File: config.mk
export PLATFORM = sky130hd
export DESIGN_NAME = seg7_scan_ctrl
export DESIGN_NICKNAME = d
export VERILOG_FILES = /design/src/rtl/seg7_pkg.sv /design/src/rtl/seg7_hex_dec.sv /design/src/rtl/seg7_scan_ctrl.sv
export SDC_FILE = /design/constraint.sdc
export NUM_CORES = 1
export LEC_CHECK = 0
export CAP_MARGIN = 10
export CORE_ASPECT_RATIO = 0.6
export CORE_MARGIN = 1.5
export CORE_UTILIZATION = 45
export DETAILED_ROUTE_END_ITERATION = 10
export PLACE_DENSITY = 0.69
export SLEW_MARGIN = 20
export SYNTH_ARGS = -nofsm -noshare
export SYNTH_HDL_FRONTEND = slang
export SYNTH_SLANG_ARGS = --single-unit
File: constraint.sdc
create_clock -name clk -period 4.81 [get_ports clk]
set_clock_uncertainty 0.2 [all_clocks]
set_input_delay 0.481 -clock clk [delete_from_list [all_inputs] [get_ports clk]]
set_output_delay 0.481 -clock clk [all_outputs]
set_load 0.05 [all_outputs]
File: src/rtl/seg7_pkg.sv
// Shared constants and the active-low hex glyph table for the 7-segment scan controller.
package seg7_pkg;

  localparam logic [6:0] SEG_BLANK = 7'h7F;
  localparam logic [7:0] AN_OFF    = 8'hFF;

  // Bit order: seg[0]=a .. seg[6]=g; a 0 lights the segment.
  function automatic logic [6:0] hex_pattern(input logic [3:0] nib);
    logic [6:0] pat;
    case (nib)
      4'h0: pat = 7'h40;
      4'h1: pat = 7'h79;
      4'h2: pat = 7'h24;
      4'h3: pat = 7'h30;
      4'h4: pat = 7'h19;
      4'h5: pat = 7'h12;
      4'h6: pat = 7'h02;
      4'h7: pat = 7'h78;
      4'h8: pat = 7'h00;
      4'h9: pat = 7'h10;
      4'hA: pat = 7'h08;
      4'hB: pat = 7'h03;
      4'hC: pat = 7'h46;
      4'hD: pat = 7'h21;
      4'hE: pat = 7'h06;
      default: pat = 7'h0E;
    endcase
    return pat;
  endfunction

endpackage

File: src/rtl/seg7_hex_dec.sv
// Combinational nibble to active-low 7-segment glyph decoder.
module seg7_hex_dec
  import seg7_pkg::*;
(
  input  logic [3:0] nibble,
  output logic [6:0] seg_c
);

  always_comb begin
    seg_c = hex_pattern(nibble);
  end

endmodule

File: src/rtl/seg7_scan_ctrl.sv
// 8-digit multiplexed 7-segment scan controller with a tear-free one-deep write shadow.
module seg7_scan_ctrl
  import seg7_pkg::*;
#(
  parameter int unsigned NUM_DIGITS   = 8,
  parameter int unsigned REFRESH_DIV  = 100000,
  parameter int unsigned BLANK_CYCLES = 1000
) (
  input  logic                    clk,
  input  logic                    rst,
  input  logic                    wr_en,
  input  logic [4*NUM_DIGITS-1:0] wr_data,
  output logic                    wr_ready,
  input  logic [NUM_DIGITS-1:0]   digit_en,
  output logic [6:0]              seg,
  output logic [NUM_DIGITS-1:0]   an,
  output logic                    frame_done
);

  localparam int unsigned CNT_W  = $clog2(REFRESH_DIV);
  localparam int unsigned IDX_W  = $clog2(NUM_DIGITS);
  localparam int unsigned DATA_W = 4 * NUM_DIGITS;

  localparam logic [CNT_W-1:0]      SLOT_LAST = CNT_W'(REFRESH_DIV - 1);
  localparam logic [CNT_W-1:0]      BLANK_LIM = CNT_W'(BLANK_CYCLES);
  localparam logic [IDX_W-1:0]      IDX_LAST  = IDX_W'(NUM_DIGITS - 1);
  localparam logic [NUM_DIGITS-1:0] AN_ALL    = NUM_DIGITS'(AN_OFF);
  localparam logic [NUM_DIGITS-1:0] AN_ONE    = NUM_DIGITS'(1);

  logic [CNT_W-1:0]      slot_cnt, slot_cnt_nxt;
  logic [IDX_W-1:0]      idx, idx_nxt;
  logic [DATA_W-1:0]     active, active_nxt;
  logic [DATA_W-1:0]     pending, pending_nxt;
  logic                  pend_v, pend_v_nxt;
  logic [6:0]            seg_nxt;
  logic [NUM_DIGITS-1:0] an_nxt;

  logic       slot_end_c, frame_end_c, wr_acc_c, commit_c, blank_c;
  logic [3:0] nibble_c;
  logic [6:0] glyph_c;

  seg7_hex_dec u_dec (
    .nibble (nibble_c),
    .seg_c  (glyph_c)
  );

  // Next-state: prescaler, digit index, shadow handshake and output decode.
  always_comb begin
    slot_cnt_nxt = slot_cnt;
    idx_nxt      = idx;
    active_nxt   = active;
    pending_nxt  = pending;
    pend_v_nxt   = pend_v;

    slot_end_c  = (slot_cnt == SLOT_LAST);
    frame_end_c = slot_end_c && (idx == IDX_LAST);
    wr_acc_c    = wr_en && wr_ready;
    commit_c    = frame_end_c && pend_v;

    if (slot_end_c) begin
      slot_cnt_nxt = '0;
      idx_nxt      = (idx == IDX_LAST) ? '0 : idx + IDX_W'(1);
    end else begin
      slot_cnt_nxt = slot_cnt + CNT_W'(1);
    end

    // Commit and accept are exclusive because wr_ready tracks !pend_v.
    if (commit_c) begin
      active_nxt = pending;
      pend_v_nxt = 1'b0;
    end
    if (wr_acc_c) begin
      pending_nxt = wr_data;
      pend_v_nxt  = 1'b1;
    end

    nibble_c = active[32'(idx) * 4 +: 4];
    blank_c  = (slot_cnt < BLANK_LIM) || !digit_en[idx];
    an_nxt   = blank_c ? AN_ALL : ~(AN_ONE << idx);
    seg_nxt  = blank_c ? SEG_BLANK : glyph_c;
  end

  always_ff @(posedge clk or posedge rst) begin
    if (rst) begin
      slot_cnt   <= '0;
      idx        <= '0;
      active     <= '0;
      pending    <= '0;
      pend_v     <= 1'b0;
      wr_ready   <= 1'b1;
      seg        <= SEG_BLANK;
      an         <= AN_ALL;
      frame_done <= 1'b0;
    end else begin
      slot_cnt   <= slot_cnt_nxt;
      idx        <= idx_nxt;
      active     <= active_nxt;
      pending    <= pending_nxt;
      pend_v     <= pend_v_nxt;
      wr_ready   <= !pend_v_nxt;
      seg        <= seg_nxt;
      an         <= an_nxt;
      frame_done <= frame_end_c;
    end
  end

endmodule
Yosys cells after proc, flatten, opt, wreduce, memory -nomap -nowiden
Memory sizes are Yosys's and may differ from the RTL's.
Cells that the tools add are included.
- bits in registers: 102
- latch bits: 0
- memory bits (writable): 0
- memory bits (read-only): 112
- input port bits: 43
- output and inout port bits: 17
- word-level logic and storage cells: 33
- memories: 1
- memory list (name ; depth ; bits a word ; read ports ; clocked after memory_dff ; write ports ; RTL line ; RTL):
    (no name shown) ; 16 ; 7 ; 1 ; 0 ; 0 ; seg7_pkg.sv:10 ; case (nib)
- add/sub/neg operators: 2
- $mul: 0
- divide/modulo/power cells: 0
- order comparisons: 2
- eq/ne operators: 2
- shifts and indexed selects: 2
- muxes and demuxes: 8
- bitwise operators: 1
- reduce and logical (&&, ||, !) cells: 6
- operator list (cell ; number):
    $shiftx 32x6->4 ; 1
    $add 17x1->17 const B ; 1
    $eq 17x17->1 const B ; 1
    $lt 17x10->1 const B ; 1
    $mux 17 ; 1
    $mux 8 ; 1
    $not 8->8 ; 1
    $shl 1x3->8 const A ; 1
    $mux 7 ; 1
    $lt 3x4->1 const B ; 1
    $add 3x1->3 const B ; 1
    $bmux 1 s3 ; 1
    $eq 3x3->1 const B ; 1
    $logic_and 1x1->1 ; 3
    $mux 1 ; 3
    $mux 3 ; 1
    $logic_not 1->1 ; 2
    $logic_or 1x1->1 ; 1

Logic depth before layout (Yosys ltp)
- depth after elaboration: 6
- depth in mapped cells: 9
- depth with buffers taken out: 8

By module
Synthesis repeated with hierarchy kept, for this count alone.
- cell total of the unflattened synthesis: 332
- area, all modules: 4717.0 µm²
- by module, submodules not included (module ; times used ; cells each ; area each (µm²) ; sequential area each (µm²)):
    seg7_scan_ctrl ; 1 ; 300 ; 4441.8 ; 2572.5
    seg7_hex_dec ; 1 ; 32 ; 275.3 ; 0.0

Worst setup path after synthesis
No wires, ideal clock.
- path kind: register to register
- start point: reg idx[0]
- end point: reg seg[4]
- setup time: 0.105 ns
- arrival time: 2.076 ns
- data required time: 4.505 ns
- setup slack: 2.429 ns
- stages on the path, launching flop included: 8
- path buffers: 1
- period minus slack after synthesis: 2.381 ns
- cell sequence: dfrtp_1 -> buf_4 -> mux4_2 -> mux2_2 -> ha_1 -> mux2_2 -> nand2_1 -> o211ai_1
- cells in the longest elaborated chain, start to end: 5
- elaborated cells between the ends (all ways): 7
- those cells by class: 1 x shift; 3 x mux; 2 x reduce/logical; 1 x memory
- ends and longest elaborated chain (element ; RTL line ; RTL):
    start, declared ; seg7_scan_ctrl.sv:31 ; logic [IDX_W-1:0] idx, idx_nxt;
    start signal, assigned ; seg7_scan_ctrl.sv:96 ; idx <= idx_nxt;
    branches (longest 4 deep; another with $mem_v2 16x7) ; -- ;
    $mux 7 * ; seg7_scan_ctrl.sv:80 ; seg_nxt = blank_c ? SEG_BLANK : glyph_c;
    via seg_nxt[4] ; seg7_scan_ctrl.sv:35 ; logic [6:0] seg_nxt;
    end signal, assigned ; seg7_scan_ctrl.sv:101 ; seg <= seg_nxt;
    end, declared ; seg7_scan_ctrl.sv:15 ; output logic [6:0] seg,
Mark *: on every way through the listed nets, which the timed path passes. The select of a mux whose other input is x is not followed.
A chain may end at the register's enable or synchronous reset.

Worst setup path in the final report
- start point: reg slot_cnt[0]
- end point: reg active[30]
- cells in the longest elaborated chain, start to end: 3
- ends and longest elaborated chain (element ; RTL line ; RTL):
    start, declared ; seg7_scan_ctrl.sv:30 ; logic [CNT_W-1:0] slot_cnt, slot_cnt_nxt;
    start signal, assigned ; seg7_scan_ctrl.sv:95 ; slot_cnt <= slot_cnt_nxt;
    $eq 17x17->1 ; seg7_scan_ctrl.sv:55 ; slot_end_c = (slot_cnt == SLOT_LAST);
    $logic_and 1x1->1 ; seg7_scan_ctrl.sv:56 ; frame_end_c = slot_end_c && (idx == IDX_LAST);
    $logic_and 1x1->1 ; seg7_scan_ctrl.sv:58 ; commit_c = frame_end_c && pend_v;
    end signal, assigned ; seg7_scan_ctrl.sv:97 ; active <= active_nxt;
    end, declared ; seg7_scan_ctrl.sv:32 ; logic [DATA_W-1:0] active, active_nxt;
Every way passes these cells.

==> parameters.txt <==
Parameter                              Value

Status
  Run status ... finished clean

Die
  I/O pin count ... 60
  Row Count ... 28
  Die Height ... 81.4 um
  Die area ... 10900 sq um
  Floorplan die width ... 134 um
  Initial cell density of the core ... 46.5%
  Placeable core region ... 9910 sq um

Clock network
  Hold Buf Count CTS ... 0
  Clock Path Buffers ... 2
  CTS Sinks ... 102
  Resized cells post-CTS ... 0
  Number of setup buffers added after CTS ... 0
  Number of H-tree levels ... 3
  CTS tree ... built
  Clock-pin slew of the registers on the worst-case setup and hold paths ... 0.07 ns
  Root Buffer Master ... sky130_fd_sc_hd__clkbuf_16
  Clock insertion delay at the later pin of the skew report ... 0.34 ns
  Number of buffers inserted during clock tree synthesis ... 9

Layout
  Util after Layout ... 56.5%
  Antenna diodes ... 0
  Area of the multi-input gates ... 1900 sq um
  FF+latch area ... 2570 sq um
  Number of nets in the layout ... 435
  Post-route design area ... 5600 sq um
  Synth-to-layout area growth ... 21.5%
  Layout cell share with drive strength beyond 1 ... 30.6%
  Filler cell count ... 812
  Most common cell after layout, fill and taps aside ... sky130_fd_sc_hd__dfrtp_1
  Count of placed standard cells in the final layout, fillers left out ... 520
  Most frequent cells in the layout ... 86 x sky130_fd_sc_hd__dfrtp_1, 59 x sky130_fd_sc_hd__clkdlybuf4s50_1, 37 x sky130_fd_sc_hd__mux2_2

Global routing
  GR Overflow Total ... 0
  Maximum number of pins on one net before global-route repair ... 76
  Global-route wire length before repair ... 14200 um
  Number of antenna violations at the first check in global routing ... 0
  Global-route usage over all layers ... 17.5%
  Vias in the first global route ... 2714

Critical path
  Startpoint kind of the worst setup timing path ... flop
  Worst setup path class ... flop to flop
  Reg2reg start ... slot_cnt[0]
  Number of cells on the worst reg-to-reg path ... 5
  Type of destination of the critical path ... flop
  Endpoint arrival time on the critical path ... 3.47 ns
  Maximum fanout encountered on the critical timing path ... 32
  Capture instance of the worst register-to-register path ... active[30]
  Reg2Reg Setup Slack ... 1.37 ns
  Worst endpoint required time ... 4.84 ns

Timing
  Headroom to the max-slew limit ... 30.5%
  Setup WS post-layout ... 1.37 ns
  Unrepaired setup endpoints after global routing ... no
  Hold WS ... 0.286 ns
  Highest attainable clock frequency ... 290 MHz
  Final setup vio count ... 0
  Final hold viol count ... 0
  Slew @ Worst Pin ... 1.01 ns
  Total negative slack ... 0 ns
  Period utilisation layout ... 71.6%
  Final Max Slew Viols ... 0
  Final worst path period need ... 3.44 ns

Power and ir drop
  Overall power after layout ... 1.67 mW
  Leakage power of the design ... 2.58 nW
  Power density normalized to cell area ... 298 nW/um^2
  Worst IR Drop VDD ... 0.000197 V

Drt
  Post-detailed-route DRC marker count ... 0
  Starting DRC count in detailed routing ... 140
  Via Count ... 2654
  Via density per instance ... 5.10
  Total Routed Length ... 8430 um
  Detailed-router iteration count before antenna repair ... 5
  Wire length per cell after detailed routing ... 16.2 um
  Antenna violation net count after detailed routing ... 0

Placed design
  Post-detailed-placement half-perimeter wirelength ... 5720 um
  Standard cell area after detailed placement ... 5290 sq um
  Number of input and output port buffers inserted ... 59
  Inst Count DP ... 504
  Routability Congestion ... 0.845
  Place WS ... 1.41 ns

Run
  MaxCap Viol Count ... 0

Synth
  Post-synth ARST share ... 100%
  Syn. warnings ... 0
  Register bit count reported by yosys ... 102
  Number of cells produced by synthesis ... 319
  Netlist cell types ... 38
  Post-Synthesis Cell Area ... 4610 sq um
  Sequential share of the synthesized area ... 55.8%
  Post-synth EDFFs ... 0
  Post-Synthesis Net Count ... 374
  Post-synthesis average cell area ... 14.4 sq um
  Post-synth top flop ... sky130_fd_sc_hd__dfrtp_1

Worst hold path
  Endpoint, Worst Hold ... pend_v
  Class of the worst hold path ... flop to flop
  Min-Delay Startpoint ... pend_v
  Count of cells along the worst hold path ... 2
worst max-delay path: stages, from the launching register on:
cell,delay [ns]
sky130_fd_sc_hd__dfrtp_1,0.40
sky130_fd_sc_hd__ha_1,0.22
sky130_fd_sc_hd__nand4_1,0.31
sky130_fd_sc_hd__nor4_4,0.75
sky130_fd_sc_hd__and3_2,1.00
sky130_fd_sc_hd__mux2_2,0.42
sequential cells by signal, indices dropped and copies added, names as in the netlist:
name	count
pending	32
wr_ready	1
an	8
frame_done	1
pend_v	1
slot_cnt	17
seg	7
active	32
idx	3
per-layer routing:
metal | global-route usage [%] | share of wire (%) | up-vias
li1 | - | - | 1252
met1 | 24.6 | 49 | 1313
met2 | 25.9 | 45 | 78
met3 | 5.37 | 5.2 | 11
met4 | 6.09 | 1.4 | 0
met5 | 0 | 0 | -
cells by family after synthesis:
kind of cell             after synthesis  synth area share [%]
AND/OR/NAND/NOR                       70                  7.63
AO/OA/AOI/OAI                         15                  2.09
XOR/XNOR                              14                  2.66
buffers and inverters                 21                  3.04
multiplexers                          85                  25.5
flip-flops                           102                  55.8
adder cells (fa/ha/maj)               12                  3.26
worst max-delay path by stage:
stage,start,endpoint,slack (ns),cells past startpoint
4_1_cts,slot_cnt[0],active[30],1.37,5
3_3_place_gp,slot_cnt[6],active[30],1.49,4
3_5_place_dp,slot_cnt[0],active[30],1.41,5
2_1_floorplan,rst,active[0],1.48,1
5_1_grt,slot_cnt[0],active[29],1.14,5
6_report,slot_cnt[0],active[30],1.37,5
layout make-up:
class,instances,area share [%]
sequential,102,45.9
multi-input combinational,196,33.9
timing repair buffer,61,10.8
clock buffer,9,4.02
tap,135,3.02
clock inverter,7,1.59
inverter,10,0.715
report_power, final:
part / leakage (nW) / internal [mW] / switching [mW] / total, mW
Clock: 0.159 / 0.453 / 0.303 / 0.756
Sequential: 1.35 / 0.858 / 0 / 0.858
Combinational: 1.07 / 0.0316 / 0.0216 / 0.0531
synth_stat cells, types with 3 or more instances:
cell type / instances / share of area [%]
sky130_fd_sc_hd__dfrtp_1: 86 / 47
sky130_fd_sc_hd__mux2_2: 37 / 9.0
sky130_fd_sc_hd__mux2_4: 30 / 9.8
sky130_fd_sc_hd__nand2_1: 21 / 1.7
sky130_fd_sc_hd__dfstp_2: 16 / 9.1
sky130_fd_sc_hd__nor2_1: 16 / 1.3
sky130_fd_sc_hd__ha_1: 12 / 3.3
sky130_fd_sc_hd__nand3_1: 11 / 1.2
sky130_fd_sc_hd__mux4_2: 10 / 4.9
sky130_fd_sc_hd__xnor2_1: 10 / 1.9
sky130_fd_sc_hd__inv_1: 9 / 0.73
sky130_fd_sc_hd__mux2i_1: 7 / 1.5
sky130_fd_sc_hd__and3_1: 5 / 0.68
sky130_fd_sc_hd__clkbuf_1: 5 / 0.41
sky130_fd_sc_hd__o21ai_0: 5 / 0.54
sky130_fd_sc_hd__xor2_1: 4 / 0.76
sky130_fd_sc_hd__buf_12: 3 / 1.3
sky130_fd_sc_hd__nand2b_1: 3 / 0.41
sky130_fd_sc_hd__nor3_1: 3 / 0.33
sky130_fd_sc_hd__o221ai_1: 3 / 0.57
Note: power is estimated with default switching activity, not from simulation.
